## src/rtl/instr_fetch_if.sv

```systemverilog
// Fetch-stage bus bundle: instruction memory port plus the redirect input
// and the {pc, instr} valid/ready channel towards decode.
interface instr_fetch_if #(
  parameter int ADDR_WIDTH = 11,
  parameter int DATA_WIDTH = 64,
  parameter int PC_WIDTH   = 32
);
  logic [ADDR_WIDTH-1:0]   o_imem_addr;
  logic [DATA_WIDTH-1:0]   o_imem_wdata;
  logic [DATA_WIDTH/8-1:0] o_imem_wen;
  logic [DATA_WIDTH-1:0]   i_imem_rdata;
  logic                    i_redirect;
  logic [PC_WIDTH-1:0]     i_redirect_pc;
  logic                    o_valid;
  logic                    i_ready;
  logic [PC_WIDTH-1:0]     o_pc;
  logic [31:0]             o_instr;

  // Fetch stage side
  modport master (
    output o_imem_addr, o_imem_wdata, o_imem_wen,
    input  i_imem_rdata,
    input  i_redirect, i_redirect_pc,
    output o_valid, o_pc, o_instr,
    input  i_ready
  );

  // Memory / decode / control side
  modport slave (
    input  o_imem_addr, o_imem_wdata, o_imem_wen,
    output i_imem_rdata,
    output i_redirect, i_redirect_pc,
    input  o_valid, o_pc, o_instr,
    output i_ready
  );
endinterface

```

## src/rtl/instr_fetch.sv

```systemverilog
// Instruction fetch stage: owns the PC, addresses a 64-bit synchronous-read
// instruction memory, picks the 32-bit half of each returned word and hands
// {pc, instr} to decode through a 2-entry FIFO that absorbs the one-cycle
// memory latency under backpressure. A redirect flushes and restarts fetch.
module instr_fetch #(
  parameter int                  ADDR_WIDTH = 11,
  parameter int                  DATA_WIDTH = 64,
  parameter int                  PC_WIDTH   = 32,
  parameter logic [PC_WIDTH-1:0] RESET_PC   = {PC_WIDTH{1'b0}}
) (
  input logic            clk,
  input logic            rst,
  instr_fetch_if.master  bus
);

  localparam logic [PC_WIDTH-1:0] PC_STEP  = {{(PC_WIDTH-3){1'b0}}, 3'd4};
  localparam logic [PC_WIDTH-1:0] PC_ALIGN = {{(PC_WIDTH-2){1'b1}}, 2'b00};

  // Architectural state
  logic [PC_WIDTH-1:0] fetch_pc_r;
  logic                inflight_r;
  logic [PC_WIDTH-1:0] inflight_pc_r;
  logic [1:0]          count_r;
  logic [PC_WIDTH-1:0] head_pc_r;
  logic [31:0]         head_instr_r;
  logic [PC_WIDTH-1:0] tail_pc_r;
  logic [31:0]         tail_instr_r;

  // Combinational control
  logic [PC_WIDTH-1:0] req_pc_s;
  logic                pop_s;
  logic                push_s;
  logic                issue_s;
  logic [2:0]          occ_s;
  logic [31:0]         push_instr_s;
  logic [1:0]          count_nxt_s;
  logic [PC_WIDTH-1:0] head_pc_nxt_s;
  logic [31:0]         head_instr_nxt_s;
  logic [PC_WIDTH-1:0] tail_pc_nxt_s;
  logic [31:0]         tail_instr_nxt_s;

  // Memory is read-only from this stage; entries beyond count stay zero so
  // the head registers drive pc/instr = 0 whenever the FIFO is empty.
  assign bus.o_imem_addr  = req_pc_s[ADDR_WIDTH+2:3];
  assign bus.o_imem_wdata = {DATA_WIDTH{1'b0}};
  assign bus.o_imem_wen   = {(DATA_WIDTH/8){1'b0}};
  assign bus.o_valid      = (count_r != 2'd0);
  assign bus.o_pc         = head_pc_r;
  assign bus.o_instr      = head_instr_r;

  // Request address, handshake and issue decision for this cycle
  always_comb begin
    req_pc_s     = fetch_pc_r;
    push_instr_s = bus.i_imem_rdata[31:0];
    if (bus.i_redirect) begin
      req_pc_s = bus.i_redirect_pc & PC_ALIGN;
    end else begin
      req_pc_s = fetch_pc_r;
    end
    if (inflight_pc_r[2]) begin
      push_instr_s = bus.i_imem_rdata[DATA_WIDTH-1:32];
    end else begin
      push_instr_s = bus.i_imem_rdata[31:0];
    end
    pop_s   = (count_r != 2'd0) && bus.i_ready;
    push_s  = inflight_r && !bus.i_redirect;
    occ_s   = {1'b0, count_r} + {2'b00, inflight_r} - {2'b00, pop_s};
    issue_s = bus.i_redirect || (occ_s < 3'd2);
  end

  // FIFO next state: head is always entry 0, vacated slots are zeroed
  always_comb begin
    count_nxt_s      = count_r;
    head_pc_nxt_s    = head_pc_r;
    head_instr_nxt_s = head_instr_r;
    tail_pc_nxt_s    = tail_pc_r;
    tail_instr_nxt_s = tail_instr_r;
    if (bus.i_redirect) begin
      count_nxt_s      = 2'd0;
      head_pc_nxt_s    = {PC_WIDTH{1'b0}};
      head_instr_nxt_s = 32'h0;
      tail_pc_nxt_s    = {PC_WIDTH{1'b0}};
      tail_instr_nxt_s = 32'h0;
    end else begin
      case ({push_s, pop_s})
        2'b11: begin
          if (count_r == 2'd1) begin
            head_pc_nxt_s    = inflight_pc_r;
            head_instr_nxt_s = push_instr_s;
          end else begin
            head_pc_nxt_s    = tail_pc_r;
            head_instr_nxt_s = tail_instr_r;
            tail_pc_nxt_s    = inflight_pc_r;
            tail_instr_nxt_s = push_instr_s;
          end
        end
        2'b10: begin
          if (count_r == 2'd0) begin
            head_pc_nxt_s    = inflight_pc_r;
            head_instr_nxt_s = push_instr_s;
          end else begin
            tail_pc_nxt_s    = inflight_pc_r;
            tail_instr_nxt_s = push_instr_s;
          end
          count_nxt_s = count_r + 2'd1;
        end
        2'b01: begin
          head_pc_nxt_s    = tail_pc_r;
          head_instr_nxt_s = tail_instr_r;
          tail_pc_nxt_s    = {PC_WIDTH{1'b0}};
          tail_instr_nxt_s = 32'h0;
          count_nxt_s      = count_r - 2'd1;
        end
        default: begin
          count_nxt_s = count_r;
        end
      endcase
    end
  end

  // PC, in-flight tracking and FIFO registers
  always_ff @(posedge clk or posedge rst) begin
    if (rst) begin
      fetch_pc_r    <= RESET_PC;
      inflight_r    <= 1'b0;
      inflight_pc_r <= {PC_WIDTH{1'b0}};
      count_r       <= 2'd0;
      head_pc_r     <= {PC_WIDTH{1'b0}};
      head_instr_r  <= 32'h0;
      tail_pc_r     <= {PC_WIDTH{1'b0}};
      tail_instr_r  <= 32'h0;
    end else begin
      if (issue_s) begin
        inflight_r    <= 1'b1;
        inflight_pc_r <= req_pc_s;
        fetch_pc_r    <= req_pc_s + PC_STEP;
      end else begin
        inflight_r    <= 1'b0;
      end
      count_r      <= count_nxt_s;
      head_pc_r    <= head_pc_nxt_s;
      head_instr_r <= head_instr_nxt_s;
      tail_pc_r    <= tail_pc_nxt_s;
      tail_instr_r <= tail_instr_nxt_s;
    end
  end

  // The issue rule must keep a push from ever landing on a full FIFO
  a_no_overflow: assert property (@(posedge clk) disable iff (rst)
    !(push_s && !pop_s && (count_r == 2'd2)));

endmodule

```

## src/flat_wrapper.sv

```systemverilog
// flat-port wrapper written by rule: the top's interface ports become plain ports
module instr_fetch_flat 
#(
  parameter int                  ADDR_WIDTH = 11,
  parameter int                  DATA_WIDTH = 64,
  parameter int                  PC_WIDTH   = 32,
  parameter logic [PC_WIDTH-1:0] RESET_PC   = {PC_WIDTH{1'b0}}
)
  (clk, rst, bus_o_imem_addr, bus_o_imem_wdata, bus_o_imem_wen, bus_i_imem_rdata, bus_i_redirect, bus_i_redirect_pc, bus_o_valid, bus_o_pc, bus_o_instr, bus_i_ready);
  instr_fetch_if #(.ADDR_WIDTH(ADDR_WIDTH), .DATA_WIDTH(DATA_WIDTH), .PC_WIDTH(PC_WIDTH)) bus_i ();
  input logic clk;
  input logic rst;
  output wire logic [$bits(bus_i.o_imem_addr)-1:0] bus_o_imem_addr;
  output wire logic [$bits(bus_i.o_imem_wdata)-1:0] bus_o_imem_wdata;
  output wire logic [$bits(bus_i.o_imem_wen)-1:0] bus_o_imem_wen;
  input wire logic [$bits(bus_i.i_imem_rdata)-1:0] bus_i_imem_rdata;
  input wire logic [$bits(bus_i.i_redirect)-1:0] bus_i_redirect;
  input wire logic [$bits(bus_i.i_redirect_pc)-1:0] bus_i_redirect_pc;
  output wire logic [$bits(bus_i.o_valid)-1:0] bus_o_valid;
  output wire logic [$bits(bus_i.o_pc)-1:0] bus_o_pc;
  output wire logic [$bits(bus_i.o_instr)-1:0] bus_o_instr;
  input wire logic [$bits(bus_i.i_ready)-1:0] bus_i_ready;
  assign bus_o_imem_addr = bus_i.o_imem_addr;
  assign bus_o_imem_wdata = bus_i.o_imem_wdata;
  assign bus_o_imem_wen = bus_i.o_imem_wen;
  assign bus_i.i_imem_rdata = bus_i_imem_rdata;
  assign bus_i.i_redirect = bus_i_redirect;
  assign bus_i.i_redirect_pc = bus_i_redirect_pc;
  assign bus_o_valid = bus_i.o_valid;
  assign bus_o_pc = bus_i.o_pc;
  assign bus_o_instr = bus_i.o_instr;
  assign bus_i.i_ready = bus_i_ready;
  instr_fetch #(.ADDR_WIDTH(ADDR_WIDTH), .DATA_WIDTH(DATA_WIDTH), .PC_WIDTH(PC_WIDTH), .RESET_PC(RESET_PC)) u_core (.clk(clk), .rst(rst), .bus(bus_i));
endmodule
```

## config.mk

```make
export PLATFORM = sky130hd
export DESIGN_NAME = instr_fetch_flat
export DESIGN_NICKNAME = d
export VERILOG_FILES = /design/src/rtl/instr_fetch_if.sv /design/src/rtl/instr_fetch.sv /design/src/flat_wrapper.sv
export SDC_FILE = /design/constraint.sdc
export NUM_CORES = 1
export LEC_CHECK = 0
export CORE_MARGIN = 2
export CORE_UTILIZATION = 55
export CTS_CLUSTER_SIZE = 10
export DETAILED_ROUTE_END_ITERATION = 16
export PLACE_DENSITY = 0.87
export SLEW_MARGIN = 20
export SYNTH_ARGS = -nofsm -noshare
export SYNTH_HDL_FRONTEND = slang
export SYNTH_SLANG_ARGS = --single-unit
export TNS_END_PERCENT = 5
```

## constraint.sdc

```tcl
create_clock -name clk -period 10.25 [get_ports clk]
set_clock_uncertainty 0.05 [all_clocks]
set_input_delay 1.025 -clock clk [delete_from_list [all_inputs] [get_ports clk]]
set_output_delay 1.025 -clock clk [all_outputs]
set_load 0.05 [all_outputs]
```

# ---- After elaboration in Yosys (flattened, before gate mapping)
# Cells that the tools add are included.
dict set report word_totals {
  rom_bits 0
  n_memories 0
  ff_bits 195
  latch_bits 0
  output_inout_bits 148
  elab_cells 52
  mem_bits_rw 0
  input_bits 100
}
dict set report classes {
  eq_ne 7
  muxes 21
  magnitude_cmp 1
  addsub 5
  mul 0
  n_reduce_logical 10
  shifts 0
  div_mod_pow 0
  bitwise_logic 0
}
# operator count
set ops {}
lappend ops {{2-to-1 mux 32 bit} 14}
lappend ops {{case mux 32 bit (3 select lines)} 4}
lappend ops {{adder 32 x 3 -> 32 bit (second input constant)} 1}
lappend ops {{inequality test 3 bit (second input constant)} 2}
lappend ops {{== test 2 x 1 -> 1 bit (second input constant)} 2}
lappend ops {{== test 2 bit (second input constant)} 2}
lappend ops {{case mux 2 bit (2 select lines)} 1}
lappend ops {{nonzero test 4 bit} 1}
lappend ops {{adder 2 x 1 -> 3 bit} 1}
lappend ops {{< comparator 3 x 2 -> 1 bit (second input constant)} 1}
lappend ops {{inequality test 3 x 2 -> 1 bit (second input constant)} 1}
lappend ops {{AND reduction 3 bit} 1}
lappend ops {{nonzero test 3 bit} 1}
lappend ops {{subtractor 3 x 1 -> 3 bit} 1}
lappend ops {{adder 2 x 1 -> 2 bit (second input constant)} 1}
lappend ops {{logical AND 1 bit} 2}
lappend ops {{zero test 2 bit} 1}
lappend ops {{2-to-1 mux 2 bit} 1}
lappend ops {{AND reduction 2 bit} 1}
lappend ops {{nonzero test 2 bit} 1}
lappend ops {{subtractor 2 x 1 -> 2 bit (second input constant)} 1}
lappend ops {{zero test 1 bit} 1}
lappend ops {{logical OR 1 bit} 1}
lappend ops {{2-to-1 mux 1 bit} 1}

# ---- Logic depth before layout (Yosys ltp)
# Gate-level depths: netlist of run 1.
dict set report logic_depth {
  word_depth 6
  depth_mapped 16
  mapped_depth_nobuf 12
}

# ---- Worst setup path after synthesis of run 1
# Ideal clock, no wire load.
dict set report synth_timing {
  path_kind {input to register}
  startpoint {in bus_i_redirect}
  endpoint {reg u_core.fetch_pc_r[30]}
  path_stages 12
  path_buffers 4
  setup_slack_ps 6374
  arrival_time_ps 3682
  required_ps 10056
  setup_time_ps 144
  path_cell_list {buf_6 -> buf_2 -> clkbuf_1 -> clkbuf_1 -> mux2_2 -> ha_1 -> inv_1 -> a2111oi_4 -> nand3_1 -> nor4_2 -> xnor2_1 -> mux2i_1}
}
dict set report synth_between {
  elab_chain_len 2
  elab_cells_between_ends 3
  cone_classes {1 x add/sub; 1 x mux; 1 x reduce/logical}
}
# element line_no
set synth_rtl {}
lappend synth_rtl {{start, declared} flat_wrapper.sv:17} ;# input wire logic [$bits(bus_i.i_redirect)-1:0] bus_i_redirect;
lappend synth_rtl {{2-to-1 mux 32 bit} instr_fetch.sv:55} ;# if (bus.i_redirect) begin
lappend synth_rtl {{named net u_core.req_pc_s[3]} instr_fetch.sv:30} ;# logic [PC_WIDTH-1:0] req_pc_s;
lappend synth_rtl {{adder 32 x 3 -> 32 bit} instr_fetch.sv:136} ;# fetch_pc_r <= req_pc_s + PC_STEP;
lappend synth_rtl {{end signal, assigned} instr_fetch.sv:136}
lappend synth_rtl {{end, declared} instr_fetch.sv:20} ;# logic [PC_WIDTH-1:0] fetch_pc_r;
# The timed path passes the listed nets, and every way through them passes these cells.
# A chain may end at the register's enable or synchronous reset.

# ---- Final worst setup path of run 1
dict set report layout_timing {
  startpoint {in bus_i_redirect}
  endpoint {out bus_o_imem_addr[8]}
}
dict set report layout_between {
  elab_chain_len 1
}
# element line_no
set layout_rtl {}
lappend layout_rtl {{2-to-1 mux 32 bit} instr_fetch.sv:55}
lappend layout_rtl {{end, declared} flat_wrapper.sv:13} ;# output wire logic [$bits(bus_i.o_imem_addr)-1:0] bus_o_imem_addr;
# No other way between the ends.

==> metrics.md, run 1 <==
| Metric | Value |
|---|---|
| Max-cap viol count | 0 |
| Post-DP Area | 11820 µm² |
| Avg WL per Cell | 16.34 µm |
| Initial antenna violation count | 0 |
| Ys Warns | 0 |
| Crit path launch type | input pin |
| Dpl cells | 1456 |
| Leading area contributor after synthesis | dfrtp_1 |
| Diode count | 0 |
| Clock tree sinks | 189 |
| Total grt overflow | 0 |
| First drt pass iteration count | 7 |
| Met2 wire length | 11480 µm |
| Yosys cell types | 54 |
| Layout Cells excl Fill | 1489 |
| Initial Utilization | 0.5578 |
| H-tree Lvls | 4 |
| Min-delay worst type | reg -> reg |
| Setup crit end kind | primary output |
| Vias in the first global route | 7695 |
| Hold WS | 0.4236 ns |
| Pin count of the biggest net entering global routing | 111 |
| Resized cells post-CTS | 0 |
| Antenna viol nets, final | 0 |
| Clock-pin slew on the worst setup and hold paths | 0.06 ns |
| Final setup violating endpoints | 0 |
| R2R setup slack | 6.28 ns |
| Area contributors post-synth | dfrtp_1 46%, nand2_1 7.7%, buf_4 6.2% |
| Status | complete, no violations |
| # IOs | 248 |
| Final nets | 1350 |
| Die Wd | 141.3 µm |
| Share of synthesized registers carrying an async set or reset | 1.000 |
| Cell Area, Synth | 10360 µm² |
| Via/cell ratio | 5.602 |
| DR vias | 8342 |
| Top_reg_cell synth | dfrtp_1 |
| Core Box Area | 18580 µm² |
| Worst vdd ir | 0.1890 mV |
| Row cnt | 50 |
| Residual DRC | 0 |
| Final Max Tran Viols | 0 |
| WP data arrival | 3.66 ns |
| Global-route wire length before repair | 39430 µm |
| Hold Path Origin | u_core.bus.o_pc[23] |
| Post-route cell area | 12450 µm² |
| CP required | 9.18 ns |
| Synth top area share | 0.4563 |
| Pwr Density | 317.6 nW/µm² |
| CTS buffer count | 17 |
| Fin crit period | 4.737 ns |
| Total routed wirelength | 24330 µm |
| CP Max Fanout | 110 |
| RSZ-0062 raised after global routing | false |
| Die area | 19960 µm² |
| Max layer used | met4 |
| Commonest non-fill, non-tap cells in the layout | 212 x nand2_1, 188 x dfrtp_1, 172 x clkdlybuf4s50_1, 72 x conb_1, 71 x a21oi_1 |
| CP startpoint | bus_i_redirect |
| Syn_area_per_cell | 9.189 µm² |
| Dpl hpwl | 16370 µm |
| Metal3 WL | 1680 µm |
| Commonest non-fill, non-tap cell in the layout | nand2_1 |
| Tot GR Track Use | 0.2429 |
| Layout cells sized above 1 | 0.06454 |
| Max Buffers Root-to-Sink | 2 |
| Area grow syn2layout | 20.15% |
| Final Hold Fails | 0 |
| M1 WL | 10830 µm |
| Period utilisation layout | 0.4621 |
| CTS tree | yes |
| Rel. slew slack | 0.2972 |
| CTS Root Cell | clkbuf_16 |
| Final GP Congestion | 0.9182 |
| Gate Count Post-Synth | 1128 |
| Sequential-to-total area share from yosys stat | 0.4563 |
| DRT iter0 DRCs | 595 |
| Static leakage | 0.005358 µW |
| Actual slew at the worst max-slew pin | 1.052 ns |
| Port buffer count | 173 |
| Chip height | 141.3 µm |
| Post-CTS Setup Repair Bufs | 0 |
| Fmax | 211.1 MHz |
| FF+latch count, synth | 189 |
| Number of synthesized flops with an enable pin | 0 |
| Crit path kind | in -> out |
| Worst r2r src | u_core.count_r[1] |
| Post-CTS Hold Buffers | 0 |
| Total negative slack | 0 ns |
| Skew-Pair Late Insertion Delay | 0.43 ns |
## metrics by stage
step	utilization	worst slack, ns	total power (µW)
floorplan	-	4.033	2732
global placement	0.6362	5.350	3212
detailed placement	0.6362	5.317	3284
CTS	0.6684	5.305	3954
global route	0.6702	5.361	4191
finish	0.6702	5.513	3955
## critical path: stages
cell and delay [ns]:
buf_4 0.45, buf_6 0.65, mux2i_1 0.61, inv_1 0.14
clkdlybuf4s50_1 0.73
## cells by family after synthesis
kind of cell / after synthesis / synth area share
other: 1 / 0.0003618
adders and majority gates: 8 / 0.01038
DFF: 189 / 0.4563
xor gates and xnor gates: 42 / 0.03549
buffers and inverters: 187 / 0.1030
and+or+nand+nor: 351 / 0.1472
AOI/OAI and AO/OA: 276 / 0.1738
muxes: 74 / 0.07352
## registers in the layout, indices dropped and copies added (netlist names)
signal,cells
u_core.tail_instr_r,32
u_core.tail_pc_r,31
u_core.inflight_r,1
u_core.inflight_pc_r,30
u_core.bus.o_pc,31
u_core.fetch_pc_r,30
u_core.count_r,2
u_core.bus.o_instr,32
## synth_stat cells, types with 10 or more instances
cell type  instances
dfrtp_1          189
mux2i_1           57
nor2_1            71
mux2_2            17
nand3b_1          10
a22oi_1           35
nand2_1          212
xnor2_1           36
buf_4             86
a21oi_1           73
nand3_1           18
o31ai_1           53
o41ai_1           10
inv_1             25
clkbuf_1          61
a22o_1            21
o21ai_0           62
## final timing paths
kind	to	cells past startpoint
setup / recovery	bus_o_imem_addr[8]	5
hold / removal	u_core.bus.o_pc[23]	2
setup reg to reg	u_core.inflight_pc_r[3]	12
hold reg to reg	u_core.bus.o_pc[23]	2
max in group asynchronous	u_core.tail_pc_r[14]	4
min in group asynchronous	u_core.bus.o_instr[10]	2
## where the power goes
group          switching [µW]  internal [µW]  total (µW)
combinational            1320            676        2000
clock                     278            387         665
sequential                244           1050        1290
total                    1840           2110        3950
## layout make-up
cell class / count / area (µm²)
fillers: 1480 / 6127
repair buffers: 185 / 1847
clock inverters: 8 / 106.4
multi-input cells: 823 / 4882
flip-flops and latches: 189 / 4731
inverters: 26 / 102.6
clock buffers: 24 / 491.7
well taps: 234 / 292.8
## layer usage
layer  up-vias  GRT usage
met5         -          0
met4         0    0.05526
met3        35    0.04421
met2       362     0.3855
met1      3966     0.3512
li1       3979          -
(Power assumes the default switching activity.)
==> run 2, diff against run 1 <==
- CORE_UTILIZATION: 55 -> 51
- PLACE_DENSITY: 0.87 -> 0.82
- clock period: 10.25 -> 4.96 ns (I/O delays scaled with it)
==> run 2 against run 1 <==
Effect of this change: via count shrank 0.72%; design area grew 0.37%; first-iteration DRC count shrank 4.5%; combinational power grew 110%.
==> metrics.md, run 2 (synthesis results as in run 1) <==
| Metric | Value |
|---|---|
| Status | complete, no violations |
| CP max-delay cell | nor2_1 |
| Skew-Pair Late Insertion Delay | 0.43 ns (about the same) |
| Post-CTS Hold Buffers | 0 (unchanged) |
| Diode count | 0 (unchanged) |
| Pwr Density | 648.8 nW/µm² (+100%) |
| CTS Root Cell | clkbuf_16 |
| Setup crit end kind | flop |
| CP Max Fanout | 31 (-72%) |
| Global-route wire length before repair | 39320 µm (-0.28%) |
| H-tree Lvls | 4 (unchanged) |
| Residual DRC | 0 (unchanged) |
| Area grow syn2layout | 20.59% |
| Avg WL per Cell | 15.72 µm (-3.8%) |
| Total grt overflow | 0 (unchanged) |
| Clock-pin slew on the worst setup and hold paths | 0.07 ns (about the same) |
| CTS tree | yes |
| Static leakage | 0.005364 µW (+0.12%) |
| Crit path launch type | flop |
| CP startpoint | u_core.count_r[1] |
| Register Area | 4731 µm² (unchanged) |
| Final setup violating endpoints | 0 (unchanged) |
| Total routed wirelength | 23970 µm (-1.5%) |
| Row cnt | 52 (+4.0%) |
| Power share of the sequential group | 0.328 (about the same) |
| CTS buffer count | 17 (unchanged) |
| Tot GR Track Use | 0.2246 (-0.01832) |
| Switch Pwr | 3791 µW (+110%) |
| CP delay by family, top | simple AND/OR/NAND/NOR gates |
| Post-CTS Setup Repair Bufs | 0 (unchanged) |
| Area occupied by multi-input gates | 4882 µm² (unchanged) |
| CP required | 5.21 ns (-3.97 ns) |
| Rel. slew slack | 0.3128 (+0.01564) |
| Final Hold Fails | 0 (unchanged) |
| First drt pass iteration count | 7 (unchanged) |
| Critical path, cell by cell | inv_1, ha_1, nor2b_1, ha_1, inv_1, fa_1, xnor2_1, nor2_1, nor2_1, inv_2, buf_4, nor2_1, a21oi_1 |
| Hold Path Origin | u_core.bus.o_instr[8] |
| Longest individual stage delay on the worst path | 0.77 ns (+0.04 ns) |
| Via/cell ratio | 5.431 (-3.1%) |
| Resized cells post-CTS | 0 (unchanged) |
| Fmax | 253.8 MHz |
| DRT iter0 DRCs | 568 (-4.5%) |
| Worst setup margin | 1.020 ns (-4.494 ns) |
| Actual slew at the worst max-slew pin | 1.028 ns (-0.02341 ns) |
| Total negative slack | 0 ns (unchanged) |
| Bufs and invs on worst path | 4 (unchanged) |
| Hold WS | 0.4204 ns (-0.003218 ns) |
| Worst vdd ir | 0.3949 mV (+110%) |
| Layout cells sized above 1 | 0.06693 (+0.002390) |
| Chip height | 146.6 µm (+3.7%) |
| Fillers | 1678 (+13%) |
| Final GP Congestion | 0.8819 (-4.0%) |
| Final nets | 1352 (+0.15%) |
| Clock tree sinks | 189 (unchanged) |
| Pre-CTS setup slack | 0.7999 ns (-4.517 ns) |
| WP data arrival | 4.19 ns (+0.53 ns) |
| Commonest non-fill, non-tap cell in the layout | nand2_1 |
| Commonest non-fill, non-tap cells in the layout | 212 x nand2_1, 188 x dfrtp_1, 172 x clkdlybuf4s50_1, 72 x conb_1, 71 x a21oi_1 |
| Period utilisation layout | 0.7945 |
| Vias in the first global route | 7707 (+0.16%) |
| Fin crit period | 3.940 ns |
| # IOs | 248 (unchanged) |
| Internal | 4319 µW (+100%) |
| Die Wd | 146.6 µm (+3.7%) |
| Initial antenna violation count | 0 (unchanged) |
| Crit path kind | reg -> reg |
| Gate power share | 0.509 (+0.004) |
| Dpl hpwl | 16340 µm (-0.16%) |
| Min-delay worst type | reg -> reg |
| Port buffer count | 173 (unchanged) |
| Most common cell on crit path | nor2_1 |
| Switching Fraction | 0.4674 (+0.001415) |
| Antenna viol nets, final | 0 (unchanged) |
| Max Buffers Root-to-Sink | 2 (unchanged) |
| DR vias | 8282 (-0.72%) |
| Initial Utilization | 0.5156 (-0.04229) |
| Clock power share | 0.163 (-0.005) |
| Worst r2r src | u_core.count_r[1] |
| Max-cap viol count | 0 (unchanged) |
| RSZ-0062 raised after global routing | false |
| Final Max Tran Viols | 0 (unchanged) |
| Die area | 21480 µm² (+7.6%) |
| Pin count of the biggest net entering global routing | 190 (+71%) |
| Core Box Area | 20100 µm² (+8.2%) |
[run 2: power groups by stage]
stage	Sequential, µW	Clock (µW)	Combinational [µW]
final	2660	1320	4130
after global placement	2660	0	4020
after global routing	2750	1410	4460
after detailed placement	2690	0	4120
after floorplan	3290	0	2360
after CTS	2670	1350	4130
[run 2: cell type report]
class | count | share of cell area
clock inverters | 9 | 0.007007
well taps | 270 | 0.02703
clock buffers | 21 | 0.03844
multi-input cells | 823 | 0.3906
inverters | 26 | 0.008108
flip-flops and latches | 189 | 0.3785
repair buffers | 187 | 0.1504
[run 2: worst paths after layout]
| check | endpoint | slack [ns] | depth (start not counted) |
|---|---|---|---|
| setup / recovery | u_core.inflight_pc_r[8] | 1.02 | 13 |
| hold / removal | u_core.bus.o_instr[8] | 0.42 | 2 |
| setup reg to reg | u_core.inflight_pc_r[8] | 1.02 | 13 |
| hold reg to reg | u_core.bus.o_instr[8] | 0.42 | 2 |
| max in group asynchronous | u_core.fetch_pc_r[17] | 3.48 | 4 |
| min in group asynchronous | u_core.bus.o_instr[4] | 0.46 | 3 |
[run 2: through the flow]
stage	utilization	std cells	instance area, µm²	total power [µW]
2_1_floorplan	-	1199	10640	5646
3_3_place_gp	0.5921	1494	11900	6675
3_5_place_dp	0.5921	1494	11900	6808
4_1_cts	0.6204	1524	12470	8151
5_1_grt	0.6217	1525	12500	8620
6_report	0.6217	1525	12500	8109
[run 2: worst reg2reg max path, stage by stage, from the launching register on]
cell     delay (ns)
dfrtp_1        0.37
inv_1          0.11
ha_1           0.26
nor2b_1        0.30
ha_1           0.20
inv_1          0.05
fa_1           0.40
xnor2_1        0.19
nor2_1         0.09
nor2_1         0.77
inv_2          0.50
buf_4          0.35
nor2_1         0.13
a21oi_1        0.06
[run 2: layer usage]
metal	up-vias	GRT usage	routed length [µm]
met3	21	0.03813	1510
met2	289	0.3682	11430
li1	3989	-	-
met4	0	0.06165	287
met1	3983	0.3109	10740
met5	-	0	0
==> run 3, diff against run 2 <==
- clock period: 4.96 -> 3.96 ns (I/O delays scaled with it)
==> run 3 against run 2 <==
Effect of this change: design area up 0.57%; combinational power up 26%; global-route usage up 0.59 points; sequential share of layout area down 0.21 points; register-to-register slack worse by 0.31 ns; critical path type unchanged; die area unchanged; wire length up 1.2%.
==> metrics.md, run 3 (synthesis results as in run 1) <==
| Metric | Value |
|---|---|
| Final setup violating endpoints | 0 (unchanged) |
| CP required | 4.20 ns (-1.01 ns) |
| Rel. slew slack | 0.2955 (-0.01739) |
| Clock power share | 0.172 (+0.009) |
| Hold WS | 0.4266 ns (+0.006204 ns) |
| Final GP Congestion | 0.9122 (+3.4%) |
| Switch Pwr | 4774 µW (+26%) |
| Fmax | 307.7 MHz (+21%) |
| H-tree Lvls | 4 (unchanged) |
| M1 WL | 11000 µm (+2.4%) |
| Static leakage | 0.005408 µW (+0.83%) |
| Resized cells post-CTS | 0 (unchanged) |
| Max-cap viol count | 0 (unchanged) |
| Antenna viol nets, final | 0 (unchanged) |
| Total grt overflow | 0 (unchanged) |
| Longest individual stage delay on the worst path | 0.50 ns (-0.27 ns) |
| Worst setup margin | 0.7103 ns (-0.3092 ns) |
| CTS buffer count | 17 (unchanged) |
| Pwr Density | 820.3 nW/µm² (+26%) |
| R2R setup slack | 0.71 ns (-0.31 ns) |
| Total routed wirelength | 24260 µm (+1.2%) |
| DRT iter0 DRCs | 657 (+16%) |
| First drt pass iteration count | 5 (-2) |
| Tot GR Track Use | 0.2305 (+0.005943) |
| Post-CTS Hold Buffers | 0 (unchanged) |
| Layout cells sized above 1 | 0.07284 (+0.005910) |
| Residual DRC | 0 (unchanged) |
| Commonest non-fill, non-tap cells in the layout | 212 x nand2_1, 188 x dfrtp_1, 172 x clkdlybuf4s50_1, 72 x conb_1, 71 x a21oi_1 |
| Switching Fraction | 0.4629 (-0.004509) |
| Metal3 WL | 1500 µm (-0.66%) |
| Crit path launch type | flop |
| Clock-pin slew on the worst setup and hold paths | 0.07 ns (about the same) |
| Setup crit end kind | flop |
| Total negative slack | 0 ns (unchanged) |
| Met2 wire length | 11410 µm (-0.19%) |
| Area grow syn2layout | 21.28% |
| Final Power | 10310 µW (+27%) |
| Die area | 21480 µm² (unchanged) |
| # IOs | 248 (unchanged) |
| Internal | 5539 µW (+28%) |
| Period utilisation layout | 0.8206 (+0.02618) |
| Chip height | 146.6 µm (unchanged) |
| Skew-Pair Late Insertion Delay | 0.43 ns (about the same) |
| Via/cell ratio | 5.460 (+0.54%) |
| Pin count of the biggest net entering global routing | 119 (-37%) |
| Dpl hpwl | 16590 µm (+1.5%) |
| CP max-delay cell | or2_2 |
| Pre-CTS setup slack | 0.5910 ns (-0.2090 ns) |
| Vias in the first global route | 7918 (+2.7%) |
| Max Buffers Root-to-Sink | 2 (unchanged) |
| Commonest non-fill, non-tap cell in the layout | nand2_1 |
| Global-route wire length before repair | 40480 µm (+3.0%) |
| Initial Utilization | 0.5156 (unchanged) |
| Actual slew at the worst max-slew pin | 1.054 ns (+0.02603 ns) |
| Gate power share | 0.503 (-0.006) |
| Die Wd | 146.6 µm (unchanged) |
| Post-CTS Setup Repair Bufs | 0 (unchanged) |
| Critical path, cell by cell | inv_1, ha_1, nor2b_1, ha_1, nor2_1, fa_1, or2_2, nor4_1, xnor2_1, mux2i_1 |
| Clock tree sinks | 189 (unchanged) |
| DR vias | 8370 (+1.1%) |
| CP Max Fanout | 18 (-42%) |
| Status | complete, no violations |
| WP data arrival | 3.48 ns (-0.71 ns) |
| Final Hold Fails | 0 (unchanged) |
| Final nets | 1358 (+0.44%) |
| CTS Root Cell | clkbuf_16 |
| Fin crit period | 3.250 ns (-0.6908 ns) |
| Worst vdd ir | 0.4316 mV (+9.3%) |
| CTS tree | yes |
| RSZ-0062 raised after global routing | false |
| Row cnt | 52 (unchanged) |
| Max layer used | met4 |
| Min-delay worst type | reg -> reg |
| Initial antenna violation count | 0 (unchanged) |
| Diode count | 0 (unchanged) |
| Most common cell on crit path | ha_1 |
| Avg WL per Cell | 15.83 µm (+0.69%) |
| Final Max Tran Viols | 0 (unchanged) |
| Crit path kind | reg -> reg |
| Power share of the sequential group | 0.324 (-0.004) |
| Core Box Area | 20100 µm² (unchanged) |
| Port buffer count | 173 (unchanged) |
[run 3: changes by cell type in the layout (fill, tap and decap cells not counted), sizes merged]
| cell | delta |
|---|---|
| inv | +2 |
| buf | +6 |
| clkbuf | -2 |
| bufinv | +2 |
[run 3: final timing paths]
check                                     from                      to  cells past startpoint
max reg2reg                  u_core.count_r[1]   u_core.fetch_pc_r[29]                     10
min                        u_core.bus.o_pc[23]     u_core.bus.o_pc[23]                      2
min in group asynchronous                  rst  u_core.tail_instr_r[1]                      3
max                          u_core.count_r[1]   u_core.fetch_pc_r[29]                     10
min reg2reg                u_core.bus.o_pc[23]     u_core.bus.o_pc[23]                      2
max in group asynchronous                  rst    u_core.tail_pc_r[27]                      3
[run 3: layout make-up]
cell class,instances,area [µm²]
clock buffers,19,452.9
fillers,1675,7533
flip-flops and latches,189,4731
well taps,270,337.8
repair buffers,193,1904
clock inverters,13,161.4
multi-input cells,823,4882
inverters,26,101.3
[run 3: metrics by stage]
stage                     instance area (µm²)  std cells    util
after floorplan                         10640       1199       -
after global placement                  11960       1501  0.5947
after detailed placement                11960       1501  0.5947
after CTS                               12570       1533  0.6253
after global routing                    12570       1533  0.6253
final                                   12570       1533  0.6253
[run 3: worst max-delay path, delay by kind of cell, from the launching register on]
family	cells	cell delay (ns)
flops	1	0.38
mux	1	0.10
xor+xnor	1	0.17
buf+inv	1	0.12
simple gates	4	1.29
fa+ha+maj	3	0.99
[run 3: metal layers]
| metal | GRT usage | up-vias |
|---|---|---|
| met5 | 0 | - |
| met4 | 0.06165 | 0 |
| met3 | 0.04281 | 28 |
| met2 | 0.3691 | 292 |
| met1 | 0.3248 | 4050 |
| li1 | - | 4000 |
[run 3: power by group through the flow]
stage	logic, µW	registers, µW	clock network [µW]
after floorplan	2960	4120	0
after global placement	5080	3330	0
after detailed placement	5190	3380	0
after CTS	5210	3350	1810
after global routing	5620	3450	1900
final	5190	3340	1780
